## config.mk

```make
export PLATFORM = sky130hd
export DESIGN_NAME = fetch_unit_flat
export DESIGN_NICKNAME = d
export VERILOG_FILES = /design/src/rtl/fetch_unit_if.sv /design/src/rtl/fetch_unit.sv /design/src/flat_wrapper.sv
export SDC_FILE = /design/constraint.sdc
export NUM_CORES = 1
export LEC_CHECK = 0
export BUFFER_PORTS_ARGS = -buffer_cell sky130_fd_sc_hd__buf_2
export CAP_MARGIN = 10
export CORE_MARGIN = 2
export CORE_UTILIZATION = 51
export DETAILED_ROUTE_END_ITERATION = 16
export GPL_TIMING_DRIVEN = 0
export HOLD_SLACK_MARGIN = 0.03
export PLACE_DENSITY = 0.85
export SETUP_SLACK_MARGIN = 0.02
export SLEW_MARGIN = 15
export SYNTH_ARGS = -nofsm -noshare
export SYNTH_HDL_FRONTEND = slang
export SYNTH_SLANG_ARGS = --single-unit
export TNS_END_PERCENT = 1
```

## constraint.sdc

```tcl
create_clock -name clk -period 3.9 [get_ports clk]
set_input_delay 0.195 -clock clk [delete_from_list [all_inputs] [get_ports clk]]
set_output_delay 0.195 -clock clk [all_outputs]
set_load 0.02 [all_outputs]
```

## src/rtl/fetch_unit_if.sv

```systemverilog
// rtl/fetch_unit_if.sv - fetch stage bus: imem port, decode control, IF/ID register outputs
interface fetch_unit_if #(
  parameter int PC_W    = 32,
  parameter int INSTR_W = 16
);
  logic [PC_W-1:0]    imem_addr;
  logic [INSTR_W-1:0] imem_rdata;
  logic               stall;
  logic               flush;
  logic [PC_W-1:0]    branch_target;
  logic               if_id_valid;
  logic [INSTR_W-1:0] if_id_instr;
  logic [INSTR_W-1:0] if_id_imm;
  logic [PC_W-1:0]    if_id_pc;
  logic [PC_W-1:0]    if_id_pc_next;

  // fetch unit side
  modport master (
    output imem_addr,
    input  imem_rdata,
    input  stall,
    input  flush,
    input  branch_target,
    output if_id_valid,
    output if_id_instr,
    output if_id_imm,
    output if_id_pc,
    output if_id_pc_next
  );

  // memory / decode side
  modport slave (
    input  imem_addr,
    output imem_rdata,
    output stall,
    output flush,
    output branch_target,
    input  if_id_valid,
    input  if_id_instr,
    input  if_id_imm,
    input  if_id_pc,
    input  if_id_pc_next
  );
endinterface

```

## src/rtl/fetch_unit.sv

```systemverilog
// rtl/fetch_unit.sv - instruction fetch with two-word assembly and IF/ID register
module fetch_unit #(
  parameter int              PC_W     = 32,
  parameter int              INSTR_W  = 16,
  parameter logic [PC_W-1:0] RESET_PC = '0
) (
  input logic          clk,
  input logic          rst_n,
  fetch_unit_if.master bus
);

  typedef enum logic [0:0] {
    S_FETCH = 1'b0,
    S_IMM   = 1'b1
  } state_t;

  localparam logic [PC_W-1:0] PC_ONE = {{(PC_W-1){1'b0}}, 1'b1};

  state_t             state_q, state_d;
  logic [PC_W-1:0]    pc_q, pc_d;
  logic [INSTR_W-1:0] hold_instr_q, hold_instr_d;
  logic [PC_W-1:0]    hold_pc_q, hold_pc_d;
  logic               valid_q, valid_d;
  logic [INSTR_W-1:0] instr_q, instr_d;
  logic [INSTR_W-1:0] imm_q, imm_d;
  logic [PC_W-1:0]    ipc_q, ipc_d;
  logic [PC_W-1:0]    ipc_next_q, ipc_next_d;

  logic [6:0]         op;
  logic               needs_imm;
  logic [PC_W-1:0]    pc_inc;

  assign op     = bus.imem_rdata[15:9];
  assign pc_inc = pc_q + PC_ONE;

  // ADDI/LDM (01x1000) and LDD/STD (101x000) carry a trailing immediate word
  assign needs_imm = ((op[6:5] == 2'b01) && (op[3:0] == 4'b1000)) ||
                     ((op[6:4] == 3'b101) && (op[2:0] == 3'b000));

  // state, PC, hold and IF/ID registers
  always_ff @(posedge clk or negedge rst_n) begin
    if (!rst_n) begin
      state_q      <= S_FETCH;
      pc_q         <= RESET_PC;
      hold_instr_q <= '0;
      hold_pc_q    <= '0;
      valid_q      <= 1'b0;
      instr_q      <= '0;
      imm_q        <= '0;
      ipc_q        <= '0;
      ipc_next_q   <= '0;
    end else begin
      state_q      <= state_d;
      pc_q         <= pc_d;
      hold_instr_q <= hold_instr_d;
      hold_pc_q    <= hold_pc_d;
      valid_q      <= valid_d;
      instr_q      <= instr_d;
      imm_q        <= imm_d;
      ipc_q        <= ipc_d;
      ipc_next_q   <= ipc_next_d;
    end
  end

  // next state: flush beats stall beats normal advance
  always_comb begin
    state_d      = state_q;
    pc_d         = pc_q;
    hold_instr_d = hold_instr_q;
    hold_pc_d    = hold_pc_q;
    valid_d      = valid_q;
    instr_d      = instr_q;
    imm_d        = imm_q;
    ipc_d        = ipc_q;
    ipc_next_d   = ipc_next_q;

    if (bus.flush) begin
      // returning to S_FETCH drops any held opcode word
      pc_d    = bus.branch_target;
      state_d = S_FETCH;
      valid_d = 1'b0;
    end else if (!bus.stall) begin
      case (state_q)
        S_FETCH: begin
          pc_d = pc_inc;
          if (needs_imm) begin
            hold_instr_d = bus.imem_rdata;
            hold_pc_d    = pc_q;
            valid_d      = 1'b0;
            state_d      = S_IMM;
          end else begin
            valid_d    = 1'b1;
            instr_d    = bus.imem_rdata;
            imm_d      = '0;
            ipc_d      = pc_q;
            ipc_next_d = pc_inc;
          end
        end
        S_IMM: begin
          // current word is the immediate; it is never decoded
          pc_d       = pc_inc;
          valid_d    = 1'b1;
          instr_d    = hold_instr_q;
          imm_d      = bus.imem_rdata;
          ipc_d      = hold_pc_q;
          ipc_next_d = pc_inc;
          state_d    = S_FETCH;
        end
        default: begin
          state_d = S_FETCH;
          valid_d = 1'b0;
        end
      endcase
    end
  end

  assign bus.imem_addr     = pc_q;
  assign bus.if_id_valid   = valid_q;
  assign bus.if_id_instr   = instr_q;
  assign bus.if_id_imm     = imm_q;
  assign bus.if_id_pc      = ipc_q;
  assign bus.if_id_pc_next = ipc_next_q;

endmodule

```

## src/flat_wrapper.sv

```systemverilog
// flat-port wrapper written by rule: the top's interface ports become plain ports
module fetch_unit_flat 
#(
  parameter int              PC_W     = 32,
  parameter int              INSTR_W  = 16,
  parameter logic [PC_W-1:0] RESET_PC = '0
)
  (clk, rst_n, bus_imem_addr, bus_imem_rdata, bus_stall, bus_flush, bus_branch_target, bus_if_id_valid, bus_if_id_instr, bus_if_id_imm, bus_if_id_pc, bus_if_id_pc_next);
  fetch_unit_if #(.PC_W(PC_W), .INSTR_W(INSTR_W)) bus_i ();
  input logic clk;
  input logic rst_n;
  output wire logic [$bits(bus_i.imem_addr)-1:0] bus_imem_addr;
  input wire logic [$bits(bus_i.imem_rdata)-1:0] bus_imem_rdata;
  input wire logic [$bits(bus_i.stall)-1:0] bus_stall;
  input wire logic [$bits(bus_i.flush)-1:0] bus_flush;
  input wire logic [$bits(bus_i.branch_target)-1:0] bus_branch_target;
  output wire logic [$bits(bus_i.if_id_valid)-1:0] bus_if_id_valid;
  output wire logic [$bits(bus_i.if_id_instr)-1:0] bus_if_id_instr;
  output wire logic [$bits(bus_i.if_id_imm)-1:0] bus_if_id_imm;
  output wire logic [$bits(bus_i.if_id_pc)-1:0] bus_if_id_pc;
  output wire logic [$bits(bus_i.if_id_pc_next)-1:0] bus_if_id_pc_next;
  assign bus_imem_addr = bus_i.imem_addr;
  assign bus_i.imem_rdata = bus_imem_rdata;
  assign bus_i.stall = bus_stall;
  assign bus_i.flush = bus_flush;
  assign bus_i.branch_target = bus_branch_target;
  assign bus_if_id_valid = bus_i.if_id_valid;
  assign bus_if_id_instr = bus_i.if_id_instr;
  assign bus_if_id_imm = bus_i.if_id_imm;
  assign bus_if_id_pc = bus_i.if_id_pc;
  assign bus_if_id_pc_next = bus_i.if_id_pc_next;
  fetch_unit #(.PC_W(PC_W), .INSTR_W(INSTR_W), .RESET_PC(RESET_PC)) u_core (.clk(clk), .rst_n(rst_n), .bus(bus_i));
endmodule
```

==> impl_metrics.yaml, run 1 <==
power:
  power.total_w: 0.00490
  swShare_pct: 30.2
  p_sw_w: 0.00148
  pwr-share-clk_pct: 35.9
  p_seq_share_pct: 45.2
  pwr_density_cell_nw_per_um2: 470
  p_leak_nw: 4.93
  worst_ir_drop_vdd_v: 0.000334
  intPower_w: 0.00342
  combPwrFrac_pct: 18.9
detailed_routing:
  ant_nets: 0
  avgRoutedWirePerCell_um: 18.4
  route.detailed.drc: 0
  highest_layer: "met4"
  route.met2.wl_um: 11300
  dr_total_vias: 6914
  wl_met3_um: 1520
  vias_per_cell: 5.47
  drt_iter0_drc: 590
  wl_met1_um: 9820
  routed_wl_um: 23200
  drt-pass1-iter-count: 6
setup_path:
  r2r_start: "u_core.state_q"
  worst-r2r-cell-count: 7
  path_max_fanout: 10
  end_kind: "register"
  slowest_delay_ns: 0.41
  path_cells: "nor4_1 -> a211o_1 -> clkbuf_1 -> buf_2 -> buf_2 -> nand2_1 -> o21ai_0"
  cpMaxStageDelayCell: "nor4_1"
  required_ns: 4.24
  worstPathArrival_ns: 2.91
  path_class: "register to register"
  start_kind: "register"
  reg2reg_to: "u_core.bus.if_id_pc[27]"
  r2r_slack_ns: 1.33
  cp_common_cell: "buf_2"
floorplanning:
  die_w_um: 131
  ioPinCount: 181
  die_area_um2: 17000
  start_util_pct: 51.8
  core_um2: 15800
  row_count: 46
  fp.dieH_um: 131
timing:
  slew_viol_final: 0
  worst_pin_slew_ns: 0.851
  period_minus_slack_ns: 2.57
  fin_crit_sh_pct: 65.8
  whs_ns: 0.0557
  max_freq_mhz: 390
  hold_viol_final: 0
  setup_viol: 0
  worst_clock_skew_ns: 0.00888
  rsz0062_at_grt: "no"
  slew_headroom_pct: 42.8
  finalWorstSetupSlack_ns: 1.33
logic_synthesis:
  synthCells: 794
  synthArstFlopShare_pct: 100
  yosys_warnings: 0
  synth_edf_count: 0
  syn_avg_cell_area_um2: 10.3
  synth_ff_type: "dfrtp_1"
  yosysSeqAreaShare_pct: 54.6
  synth-seq-cells: 178
  syn_area_um2: 8160
  ys_types: 39
  syn-num-nets: 847
min_path:
  holdPathEnd: "u_core.bus.if_id_imm[15]"
  worstHoldStart: "bus_imem_rdata[15]"
  hold_depth: 3
  hold_path.class: "input port to register"
clock_tree:
  cts_root_buf: "clkbuf_16"
  cts_setup_buffers: 0
  cts_tree: "yes"
  cts_resized: 0
  cts-buffers-inserted: 17
  clk_pin_slew_ns: 0.07
  clockBufferDepth: 2
  clk-insertion-delay-late_ns: 0.44
  cts.htree.levels: 4
  clock-sinks: 178
  postCtsHoldBufs: 41
placed_design:
  postPlaceCellArea_um2: 9400
  place_hpwl_um: 15600
  place_ws_ns: 1.15
  numPortBuffers: 180
  place.gp.congestion: 0.874
grt:
  grt_pass1_wl_um: 36000
  grt_use_total_pct: 28.0
  grt_max_degree: 71
  antenna_found_initial: 0
  grt_pass1_vias: 6846
  global_route.overflow_total: 0
run_status:
  status: "finished, final reports clean"
cells_and_area:
  syn_to_final_growth_pct: 27.8
  nNetsFinal: 1089
  n_fill_cell: 1228
  antenna-diode-count: 0
  design_area_um2: 10400
  drive_gt1_share_pct: 27.7
  final_util_pct: 66.1
flow_run:
  drv_cap: 0
-- synth_stat cells, types with 4 or more instances --
| cell | instances | area [um2] |
|---|---|---|
| nor2b_1 | 4 | 25.0 |
| nor2_1 | 20 | 75.1 |
| mux2i_1 | 49 | 490 |
| o21ai_0 | 104 | 521 |
| clkbuf_1 | 30 | 113 |
| o21ai_1 | 13 | 65.1 |
| nand4_1 | 13 | 81.3 |
| nand2_1 | 170 | 638 |
| buf_2 | 18 | 90.1 |
| nor3_1 | 11 | 55.1 |
| buf_4 | 5 | 37.5 |
| buf_1 | 5 | 18.8 |
| nand3_1 | 35 | 175 |
| mux2_2 | 39 | 439 |
| xnor2_1 | 40 | 350 |
| xor2_1 | 20 | 175 |
| dfrtp_1 | 178 | 4450 |
| inv_1 | 6 | 22.5 |
-- kinds of logic (layout without fill, tap and decap cells) --
logic type      after synthesis  count (layout)  share of synthesized area (%)
xor+xnor                     60              60                           6.44
flops                       178             178                           54.6
mux                          88              88                           11.4
buf+inv                      68             322                           3.96
compound gates              120             120                           7.48
simple gates                279             279                           16.0
fa+ha+maj                     1               1                          0.153
-- cell type report --
type	count	area [um2]	share of cell area (%)
Sequential cell	178	4450	42.7
Multi-Input combinational cell	548	3400	32.6
Timing Repair Buffer	223	1380	13.2
Clock buffer	21	480	4.61
Buffer	62	300	2.88
Tap cell	216	270	2.59
Clock inverter	10	124	1.19
Inverter	6	22.5	0.216
-- worst max-delay path: cells and delay by family, from the launching register on --
kind	cells	cell delay, ns
DFF	1	0.40
AOI/OAI and AO/OA	2	0.45
and+or+nand+nor	2	0.52
buffers and inverters	3	1.08
-- cells in the final DEF (no fill, tap or decap), drive strengths merged, types with 2 or more instances in the layout --
| cell type | synthesis | routed |
|---|---|---|
| and2 | 3 | 3 |
| and3 | 2 | 2 |
| buf | 30 | 212 |
| bufinv | 0 | 2 |
| clkbuf | 32 | 53 |
| clkinv | 0 | 4 |
| clkinvlp | 0 | 2 |
| dfrtp | 178 | 178 |
| dlygate4sd3 | 0 | 41 |
| inv | 6 | 8 |
| mux2 | 39 | 39 |
| mux2i | 49 | 49 |
| nand2 | 170 | 170 |
| nand3 | 36 | 36 |
| nand4 | 15 | 15 |
| nor2 | 20 | 20 |
| nor2b | 4 | 4 |
| nor3 | 14 | 14 |
| nor4 | 7 | 7 |
| o21ai | 117 | 117 |
| or3 | 2 | 2 |
| or4 | 3 | 3 |
| xnor2 | 40 | 40 |
| xor2 | 20 | 20 |
-- worst max-delay path by stage --
stage	from	endpoint	slack [ns]	cells past startpoint
after global routing	u_core.state_q	u_core.bus.if_id_pc[27]	1.16	7
after floorplan	u_core.bus.imem_addr[0]	u_core.bus.imem_addr[28]	1.73	5
final	u_core.state_q	u_core.bus.if_id_pc[27]	1.33	7
after detailed placement	u_core.bus.imem_addr[0]	u_core.bus.if_id_pc_next[26]	1.15	6
after CTS	u_core.bus.imem_addr[0]	u_core.bus.imem_addr[28]	1.10	5
after global placement	rst_n	u_core.hold_pc_q[14]	-0.12	1
-- power by group through the flow --
stage	clock network, W	logic [W]	registers (W)
global placement	0	0.000854	0.00223
global route	0.00185	0.00101	0.00223
finish	0.00176	0.000928	0.00221
floorplan	0	0.000332	0.00242
detailed placement	0	0.000889	0.00224
CTS	0.00177	0.000926	0.00221
-- layer usage --
layer / up-vias / global-route usage (%)
li1: 3180 / -
met1: 3392 / 36.9
met2: 288 / 45.6
met3: 54 / 6.47
met4: 0 / 10.5
met5: - / 0
-- per-stage QoR --
stage,std cells,setup TNS (ns)
after floorplan,794,0
after global placement,1190,-19.90
after detailed placement,1192,0
after CTS,1264,0
after global routing,1264,0
final,1264,0
-- registers in the layout, summed over array words and instances (netlist names) --
signal,cells
u_core.bus.if_id_imm,16
u_core.bus.if_id_pc,32
u_core.hold_pc_q,32
u_core.bus.imem_addr,32
u_core.hold_instr_q,16
u_core.bus.if_id_pc_next,32
u_core.state_q,1
u_core.bus.if_id_valid,1
u_core.bus.if_id_instr,16
Power figures use the tool's default switching activity.
==> inputs of run 2 (changes only) <==
Settings changed: ABC_AREA set to 1, CORE_UTILIZATION 51 to 49.
Clock period 3.9 ns to 2.1 ns, I/O delays scaled along.
==> run 2 against run 1 <==
Against the previous run: via count increased by 19%; synthesized area increased by 2.7%; die area rose by 6.7%; register-to-register slack got worse by 1.2 ns; hold slack better by 0.10 ns; sequential share of layout area decreased by 0.98 points; non-clock buffer count fell by 4; sequential cell count unchanged; global-route usage up 1.1 points; critical endpoint is now u_core.bus.if_id_pc_next[16]; largest cell class unchanged; largest power group unchanged.
==> impl_metrics.yaml, run 2 <==
grt:
  grt_pass1_vias: 7987
  antenna_found_initial: 0
  grt_pass1_wl_um: 40600
  grt_use_total_pct: 29.1
  global_route.overflow_total: 0
  grt_max_degree: 96
setup_path:
  end_kind: "register"
  path_max_fanout: 6
  worst-r2r-cell-count: 8
  cp_common_cell: "nand2_1"
  r2r_start: "u_core.bus.imem_addr[1]"
  path_class: "register to register"
  start_kind: "register"
  worstPathArrival_ns: 2.38
  slowest_delay_ns: 0.45
  path_cells: "ha_1 -> nand2_1 -> nor2_1 -> nand2_1 -> nor2_2 -> xor2_1 -> nand2_1 -> nand2_1"
  required_ns: 2.47
  cpMaxStageDelayCell: "dfrtp_1"
  reg2reg_to: "u_core.bus.if_id_pc_next[16]"
  r2r_slack_ns: 0.09
logic_synthesis:
  synth_area_leaders: "dfrtp_1 (53%), nand2_1 (23%), o21ai_0 (7.0%), inv_1 (3.7%), nand3_1 (2.0%)"
  synthCells: 1084
  yosysTopAreaCellShare_pct: 53.2
  synth_commonest_cells: "nand2_1 (518), dfrtp_1 (178), o21ai_0 (117)"
  yosys_warnings: 0
  synth_edf_count: 0
  synth-seq-cells: 178
  syn_avg_cell_area_um2: 7.73
  ys_types: 28
  syn-num-nets: 1137
  yosys.area.top_type: "dfrtp_1"
  syn_area_um2: 8380
  synth_ff_type: "dfrtp_1"
  synthArstFlopShare_pct: 100
  synth.most_common_cell: "nand2_1"
  yosysSeqAreaShare_pct: 53.2
floorplanning:
  die_w_um: 135
  die_area_um2: 18200
  ioPinCount: 181
  start_util_pct: 50.4
  fp.dieH_um: 135
  row_count: 47
  core_um2: 16600
detailed_routing:
  ant_nets: 0
  drt_iter0_drc: 635
  avgRoutedWirePerCell_um: 16.5
  route.detailed.drc: 0
  vias_per_cell: 5.24
  dr_total_vias: 8196
  routed_wl_um: 25800
  drt-pass1-iter-count: 6
timing:
  max_freq_mhz: 498
  worst_clock_skew_ns: 0.00817
  rsz0062_at_grt: "yes"
  fin_crit_sh_pct: 95.6
  slew_headroom_pct: 55.5
  period_minus_slack_ns: 2.01
  whs_ns: 0.160
  hold_viol_final: 0
  worst_pin_slew_ns: 0.667
  setup_viol: 0
  slew_viol_final: 0
clock_tree:
  cts_root_buf: "clkbuf_16"
  cts.htree.levels: 4
  clock-sinks: 178
  clk-insertion-delay-late_ns: 0.44
  clockBufferDepth: 2
  cts-buffers-inserted: 17
  cts_tree: "yes"
  clk_pin_slew_ns: 0.07
  cts_setup_buffers: 0
cells_and_area:
  nNetsFinal: 1385
  layout_commonest_cell: "nand2_1"
  final_cell_mix: "nand2_1 (518), buf_2 (192), dfrtp_1 (178)"
  design_area_um2: 10700
  drive_gt1_share_pct: 20.0
  stdcell_count: 1565
  n_fill_cell: 1403
  syn_to_final_growth_pct: 27.4
power:
  pwr-share-clk_pct: 35.2
  p_seq_share_pct: 44.9
  p_sw_w: 0.00290
  pwr_density_cell_nw_per_um2: 867
  p_leak_nw: 5.68
  power.total_w: 0.00925
  swShare_pct: 31.4
  combPwrFrac_pct: 19.9
  intPower_w: 0.00635
  worst_ir_drop_vdd_v: 0.000622
placed_design:
  place_inst: 1484
  numPortBuffers: 179
  place.gp.congestion: 0.952
  place_hpwl_um: 17700
  postPlaceCellArea_um2: 9590
min_path:
  holdPathEnd: "u_core.bus.imem_addr[31]"
  hold_depth: 5
  hold_path.class: "input port to register"
  worstHoldStart: "bus_flush"
flow_run:
  drv_cap: 0
run_status:
  status: "finished, final reports clean"
[run 2: cell count changes after synthesis, sizes merged, moves of 20 or more]
cell / previous run / this run
nand2: 170 / 521
inv: 6 / 87
mux2i: 49 / 0
mux2: 39 / 0
xnor2: 40 / 1
nor2: 20 / 47
o21ai: 117 / 137
[run 2: cell families after synthesis]
logic type / after synthesis / share of synthesized area [%]
flip-flops: 178 / 53.2
buffers and inverters: 139 / 7.38
AND/OR/NAND/NOR: 605 / 28.3
AO/OA/AOI/OAI: 148 / 9.69
adder cells (fa/ha/maj): 1 / 0.149
XOR/XNOR: 13 / 1.36
[run 2: worst max-delay path by stage]
stage / start / endpoint / slack (ns) / cells past startpoint
after floorplan: u_core.bus.imem_addr[1] / u_core.bus.imem_addr[20] / 0.45 / 10
after global placement: rst_n / u_core.bus.if_id_pc[19] / -1.89 / 1
after detailed placement: u_core.bus.imem_addr[1] / u_core.bus.if_id_pc_next[28] / 0.13 / 8
after CTS: u_core.bus.imem_addr[1] / u_core.bus.if_id_pc_next[28] / 0.14 / 8
after global routing: u_core.bus.imem_addr[1] / u_core.bus.if_id_pc_next[16] / -0.04 / 8
final: u_core.bus.imem_addr[1] / u_core.bus.if_id_pc_next[16] / 0.09 / 8
[run 2: what timing repair did]
action,CTS,global route
endpoints found under the setup margin,0,13
hold buffers,49,0
endpoints found under the hold margin,148,0
gates resized for setup,0,1
[run 2: power by group through the flow]
stage	Clock, W	Combinational [W]	Sequential, W
2_1_floorplan	0	0.000675	0.00456
3_3_place_gp	0	0.00171	0.00419
3_5_place_dp	0	0.00175	0.00420
4_1_cts	0.00328	0.00184	0.00415
5_1_grt	0.00342	0.00203	0.00421
6_report	0.00325	0.00184	0.00416
[run 2: worst max-delay path: cells and delay by family, from the launching register on]
family                     cells  cell delay (ns)
xor gates and xnor gates       1             0.25
and+or+nand+nor                6             0.98
DFF                            1             0.45
adders and majority gates      1             0.26
[run 2: layer usage]
metal	part of all wire (%)	track usage (%)	wire, um
met5	0	0	0
met4	3.0	11.5	786
met3	8.3	6.98	2150
met2	47	46.1	12000
met1	42	38.9	10900
[run 2: through the flow]
stage,setup TNS [ns],setup WS [ns],utilization (%)
2_1_floorplan,0,0.452,-
3_3_place_gp,-334.19,-1.89,57.4
4_1_cts,0,0.135,64.1
5_1_grt,-0.135,-0.0398,64.1
3_5_place_dp,0,0.132,57.6
6_report,0,0.0932,64.1
[run 2: layout make-up]
cell class	count	area, um2	share of cell area, %
flip-flops and latches	178	4450	41.7
well taps	220	275	2.58
clock inverters	14	164	1.54
inverters	87	327	3.06
diodes	1	2.50	0.0234
repair buffers	229	1420	13.3
plain buffers	52	292	2.73
multi-input cells	767	3310	31.0
clock buffers	17	425	3.99
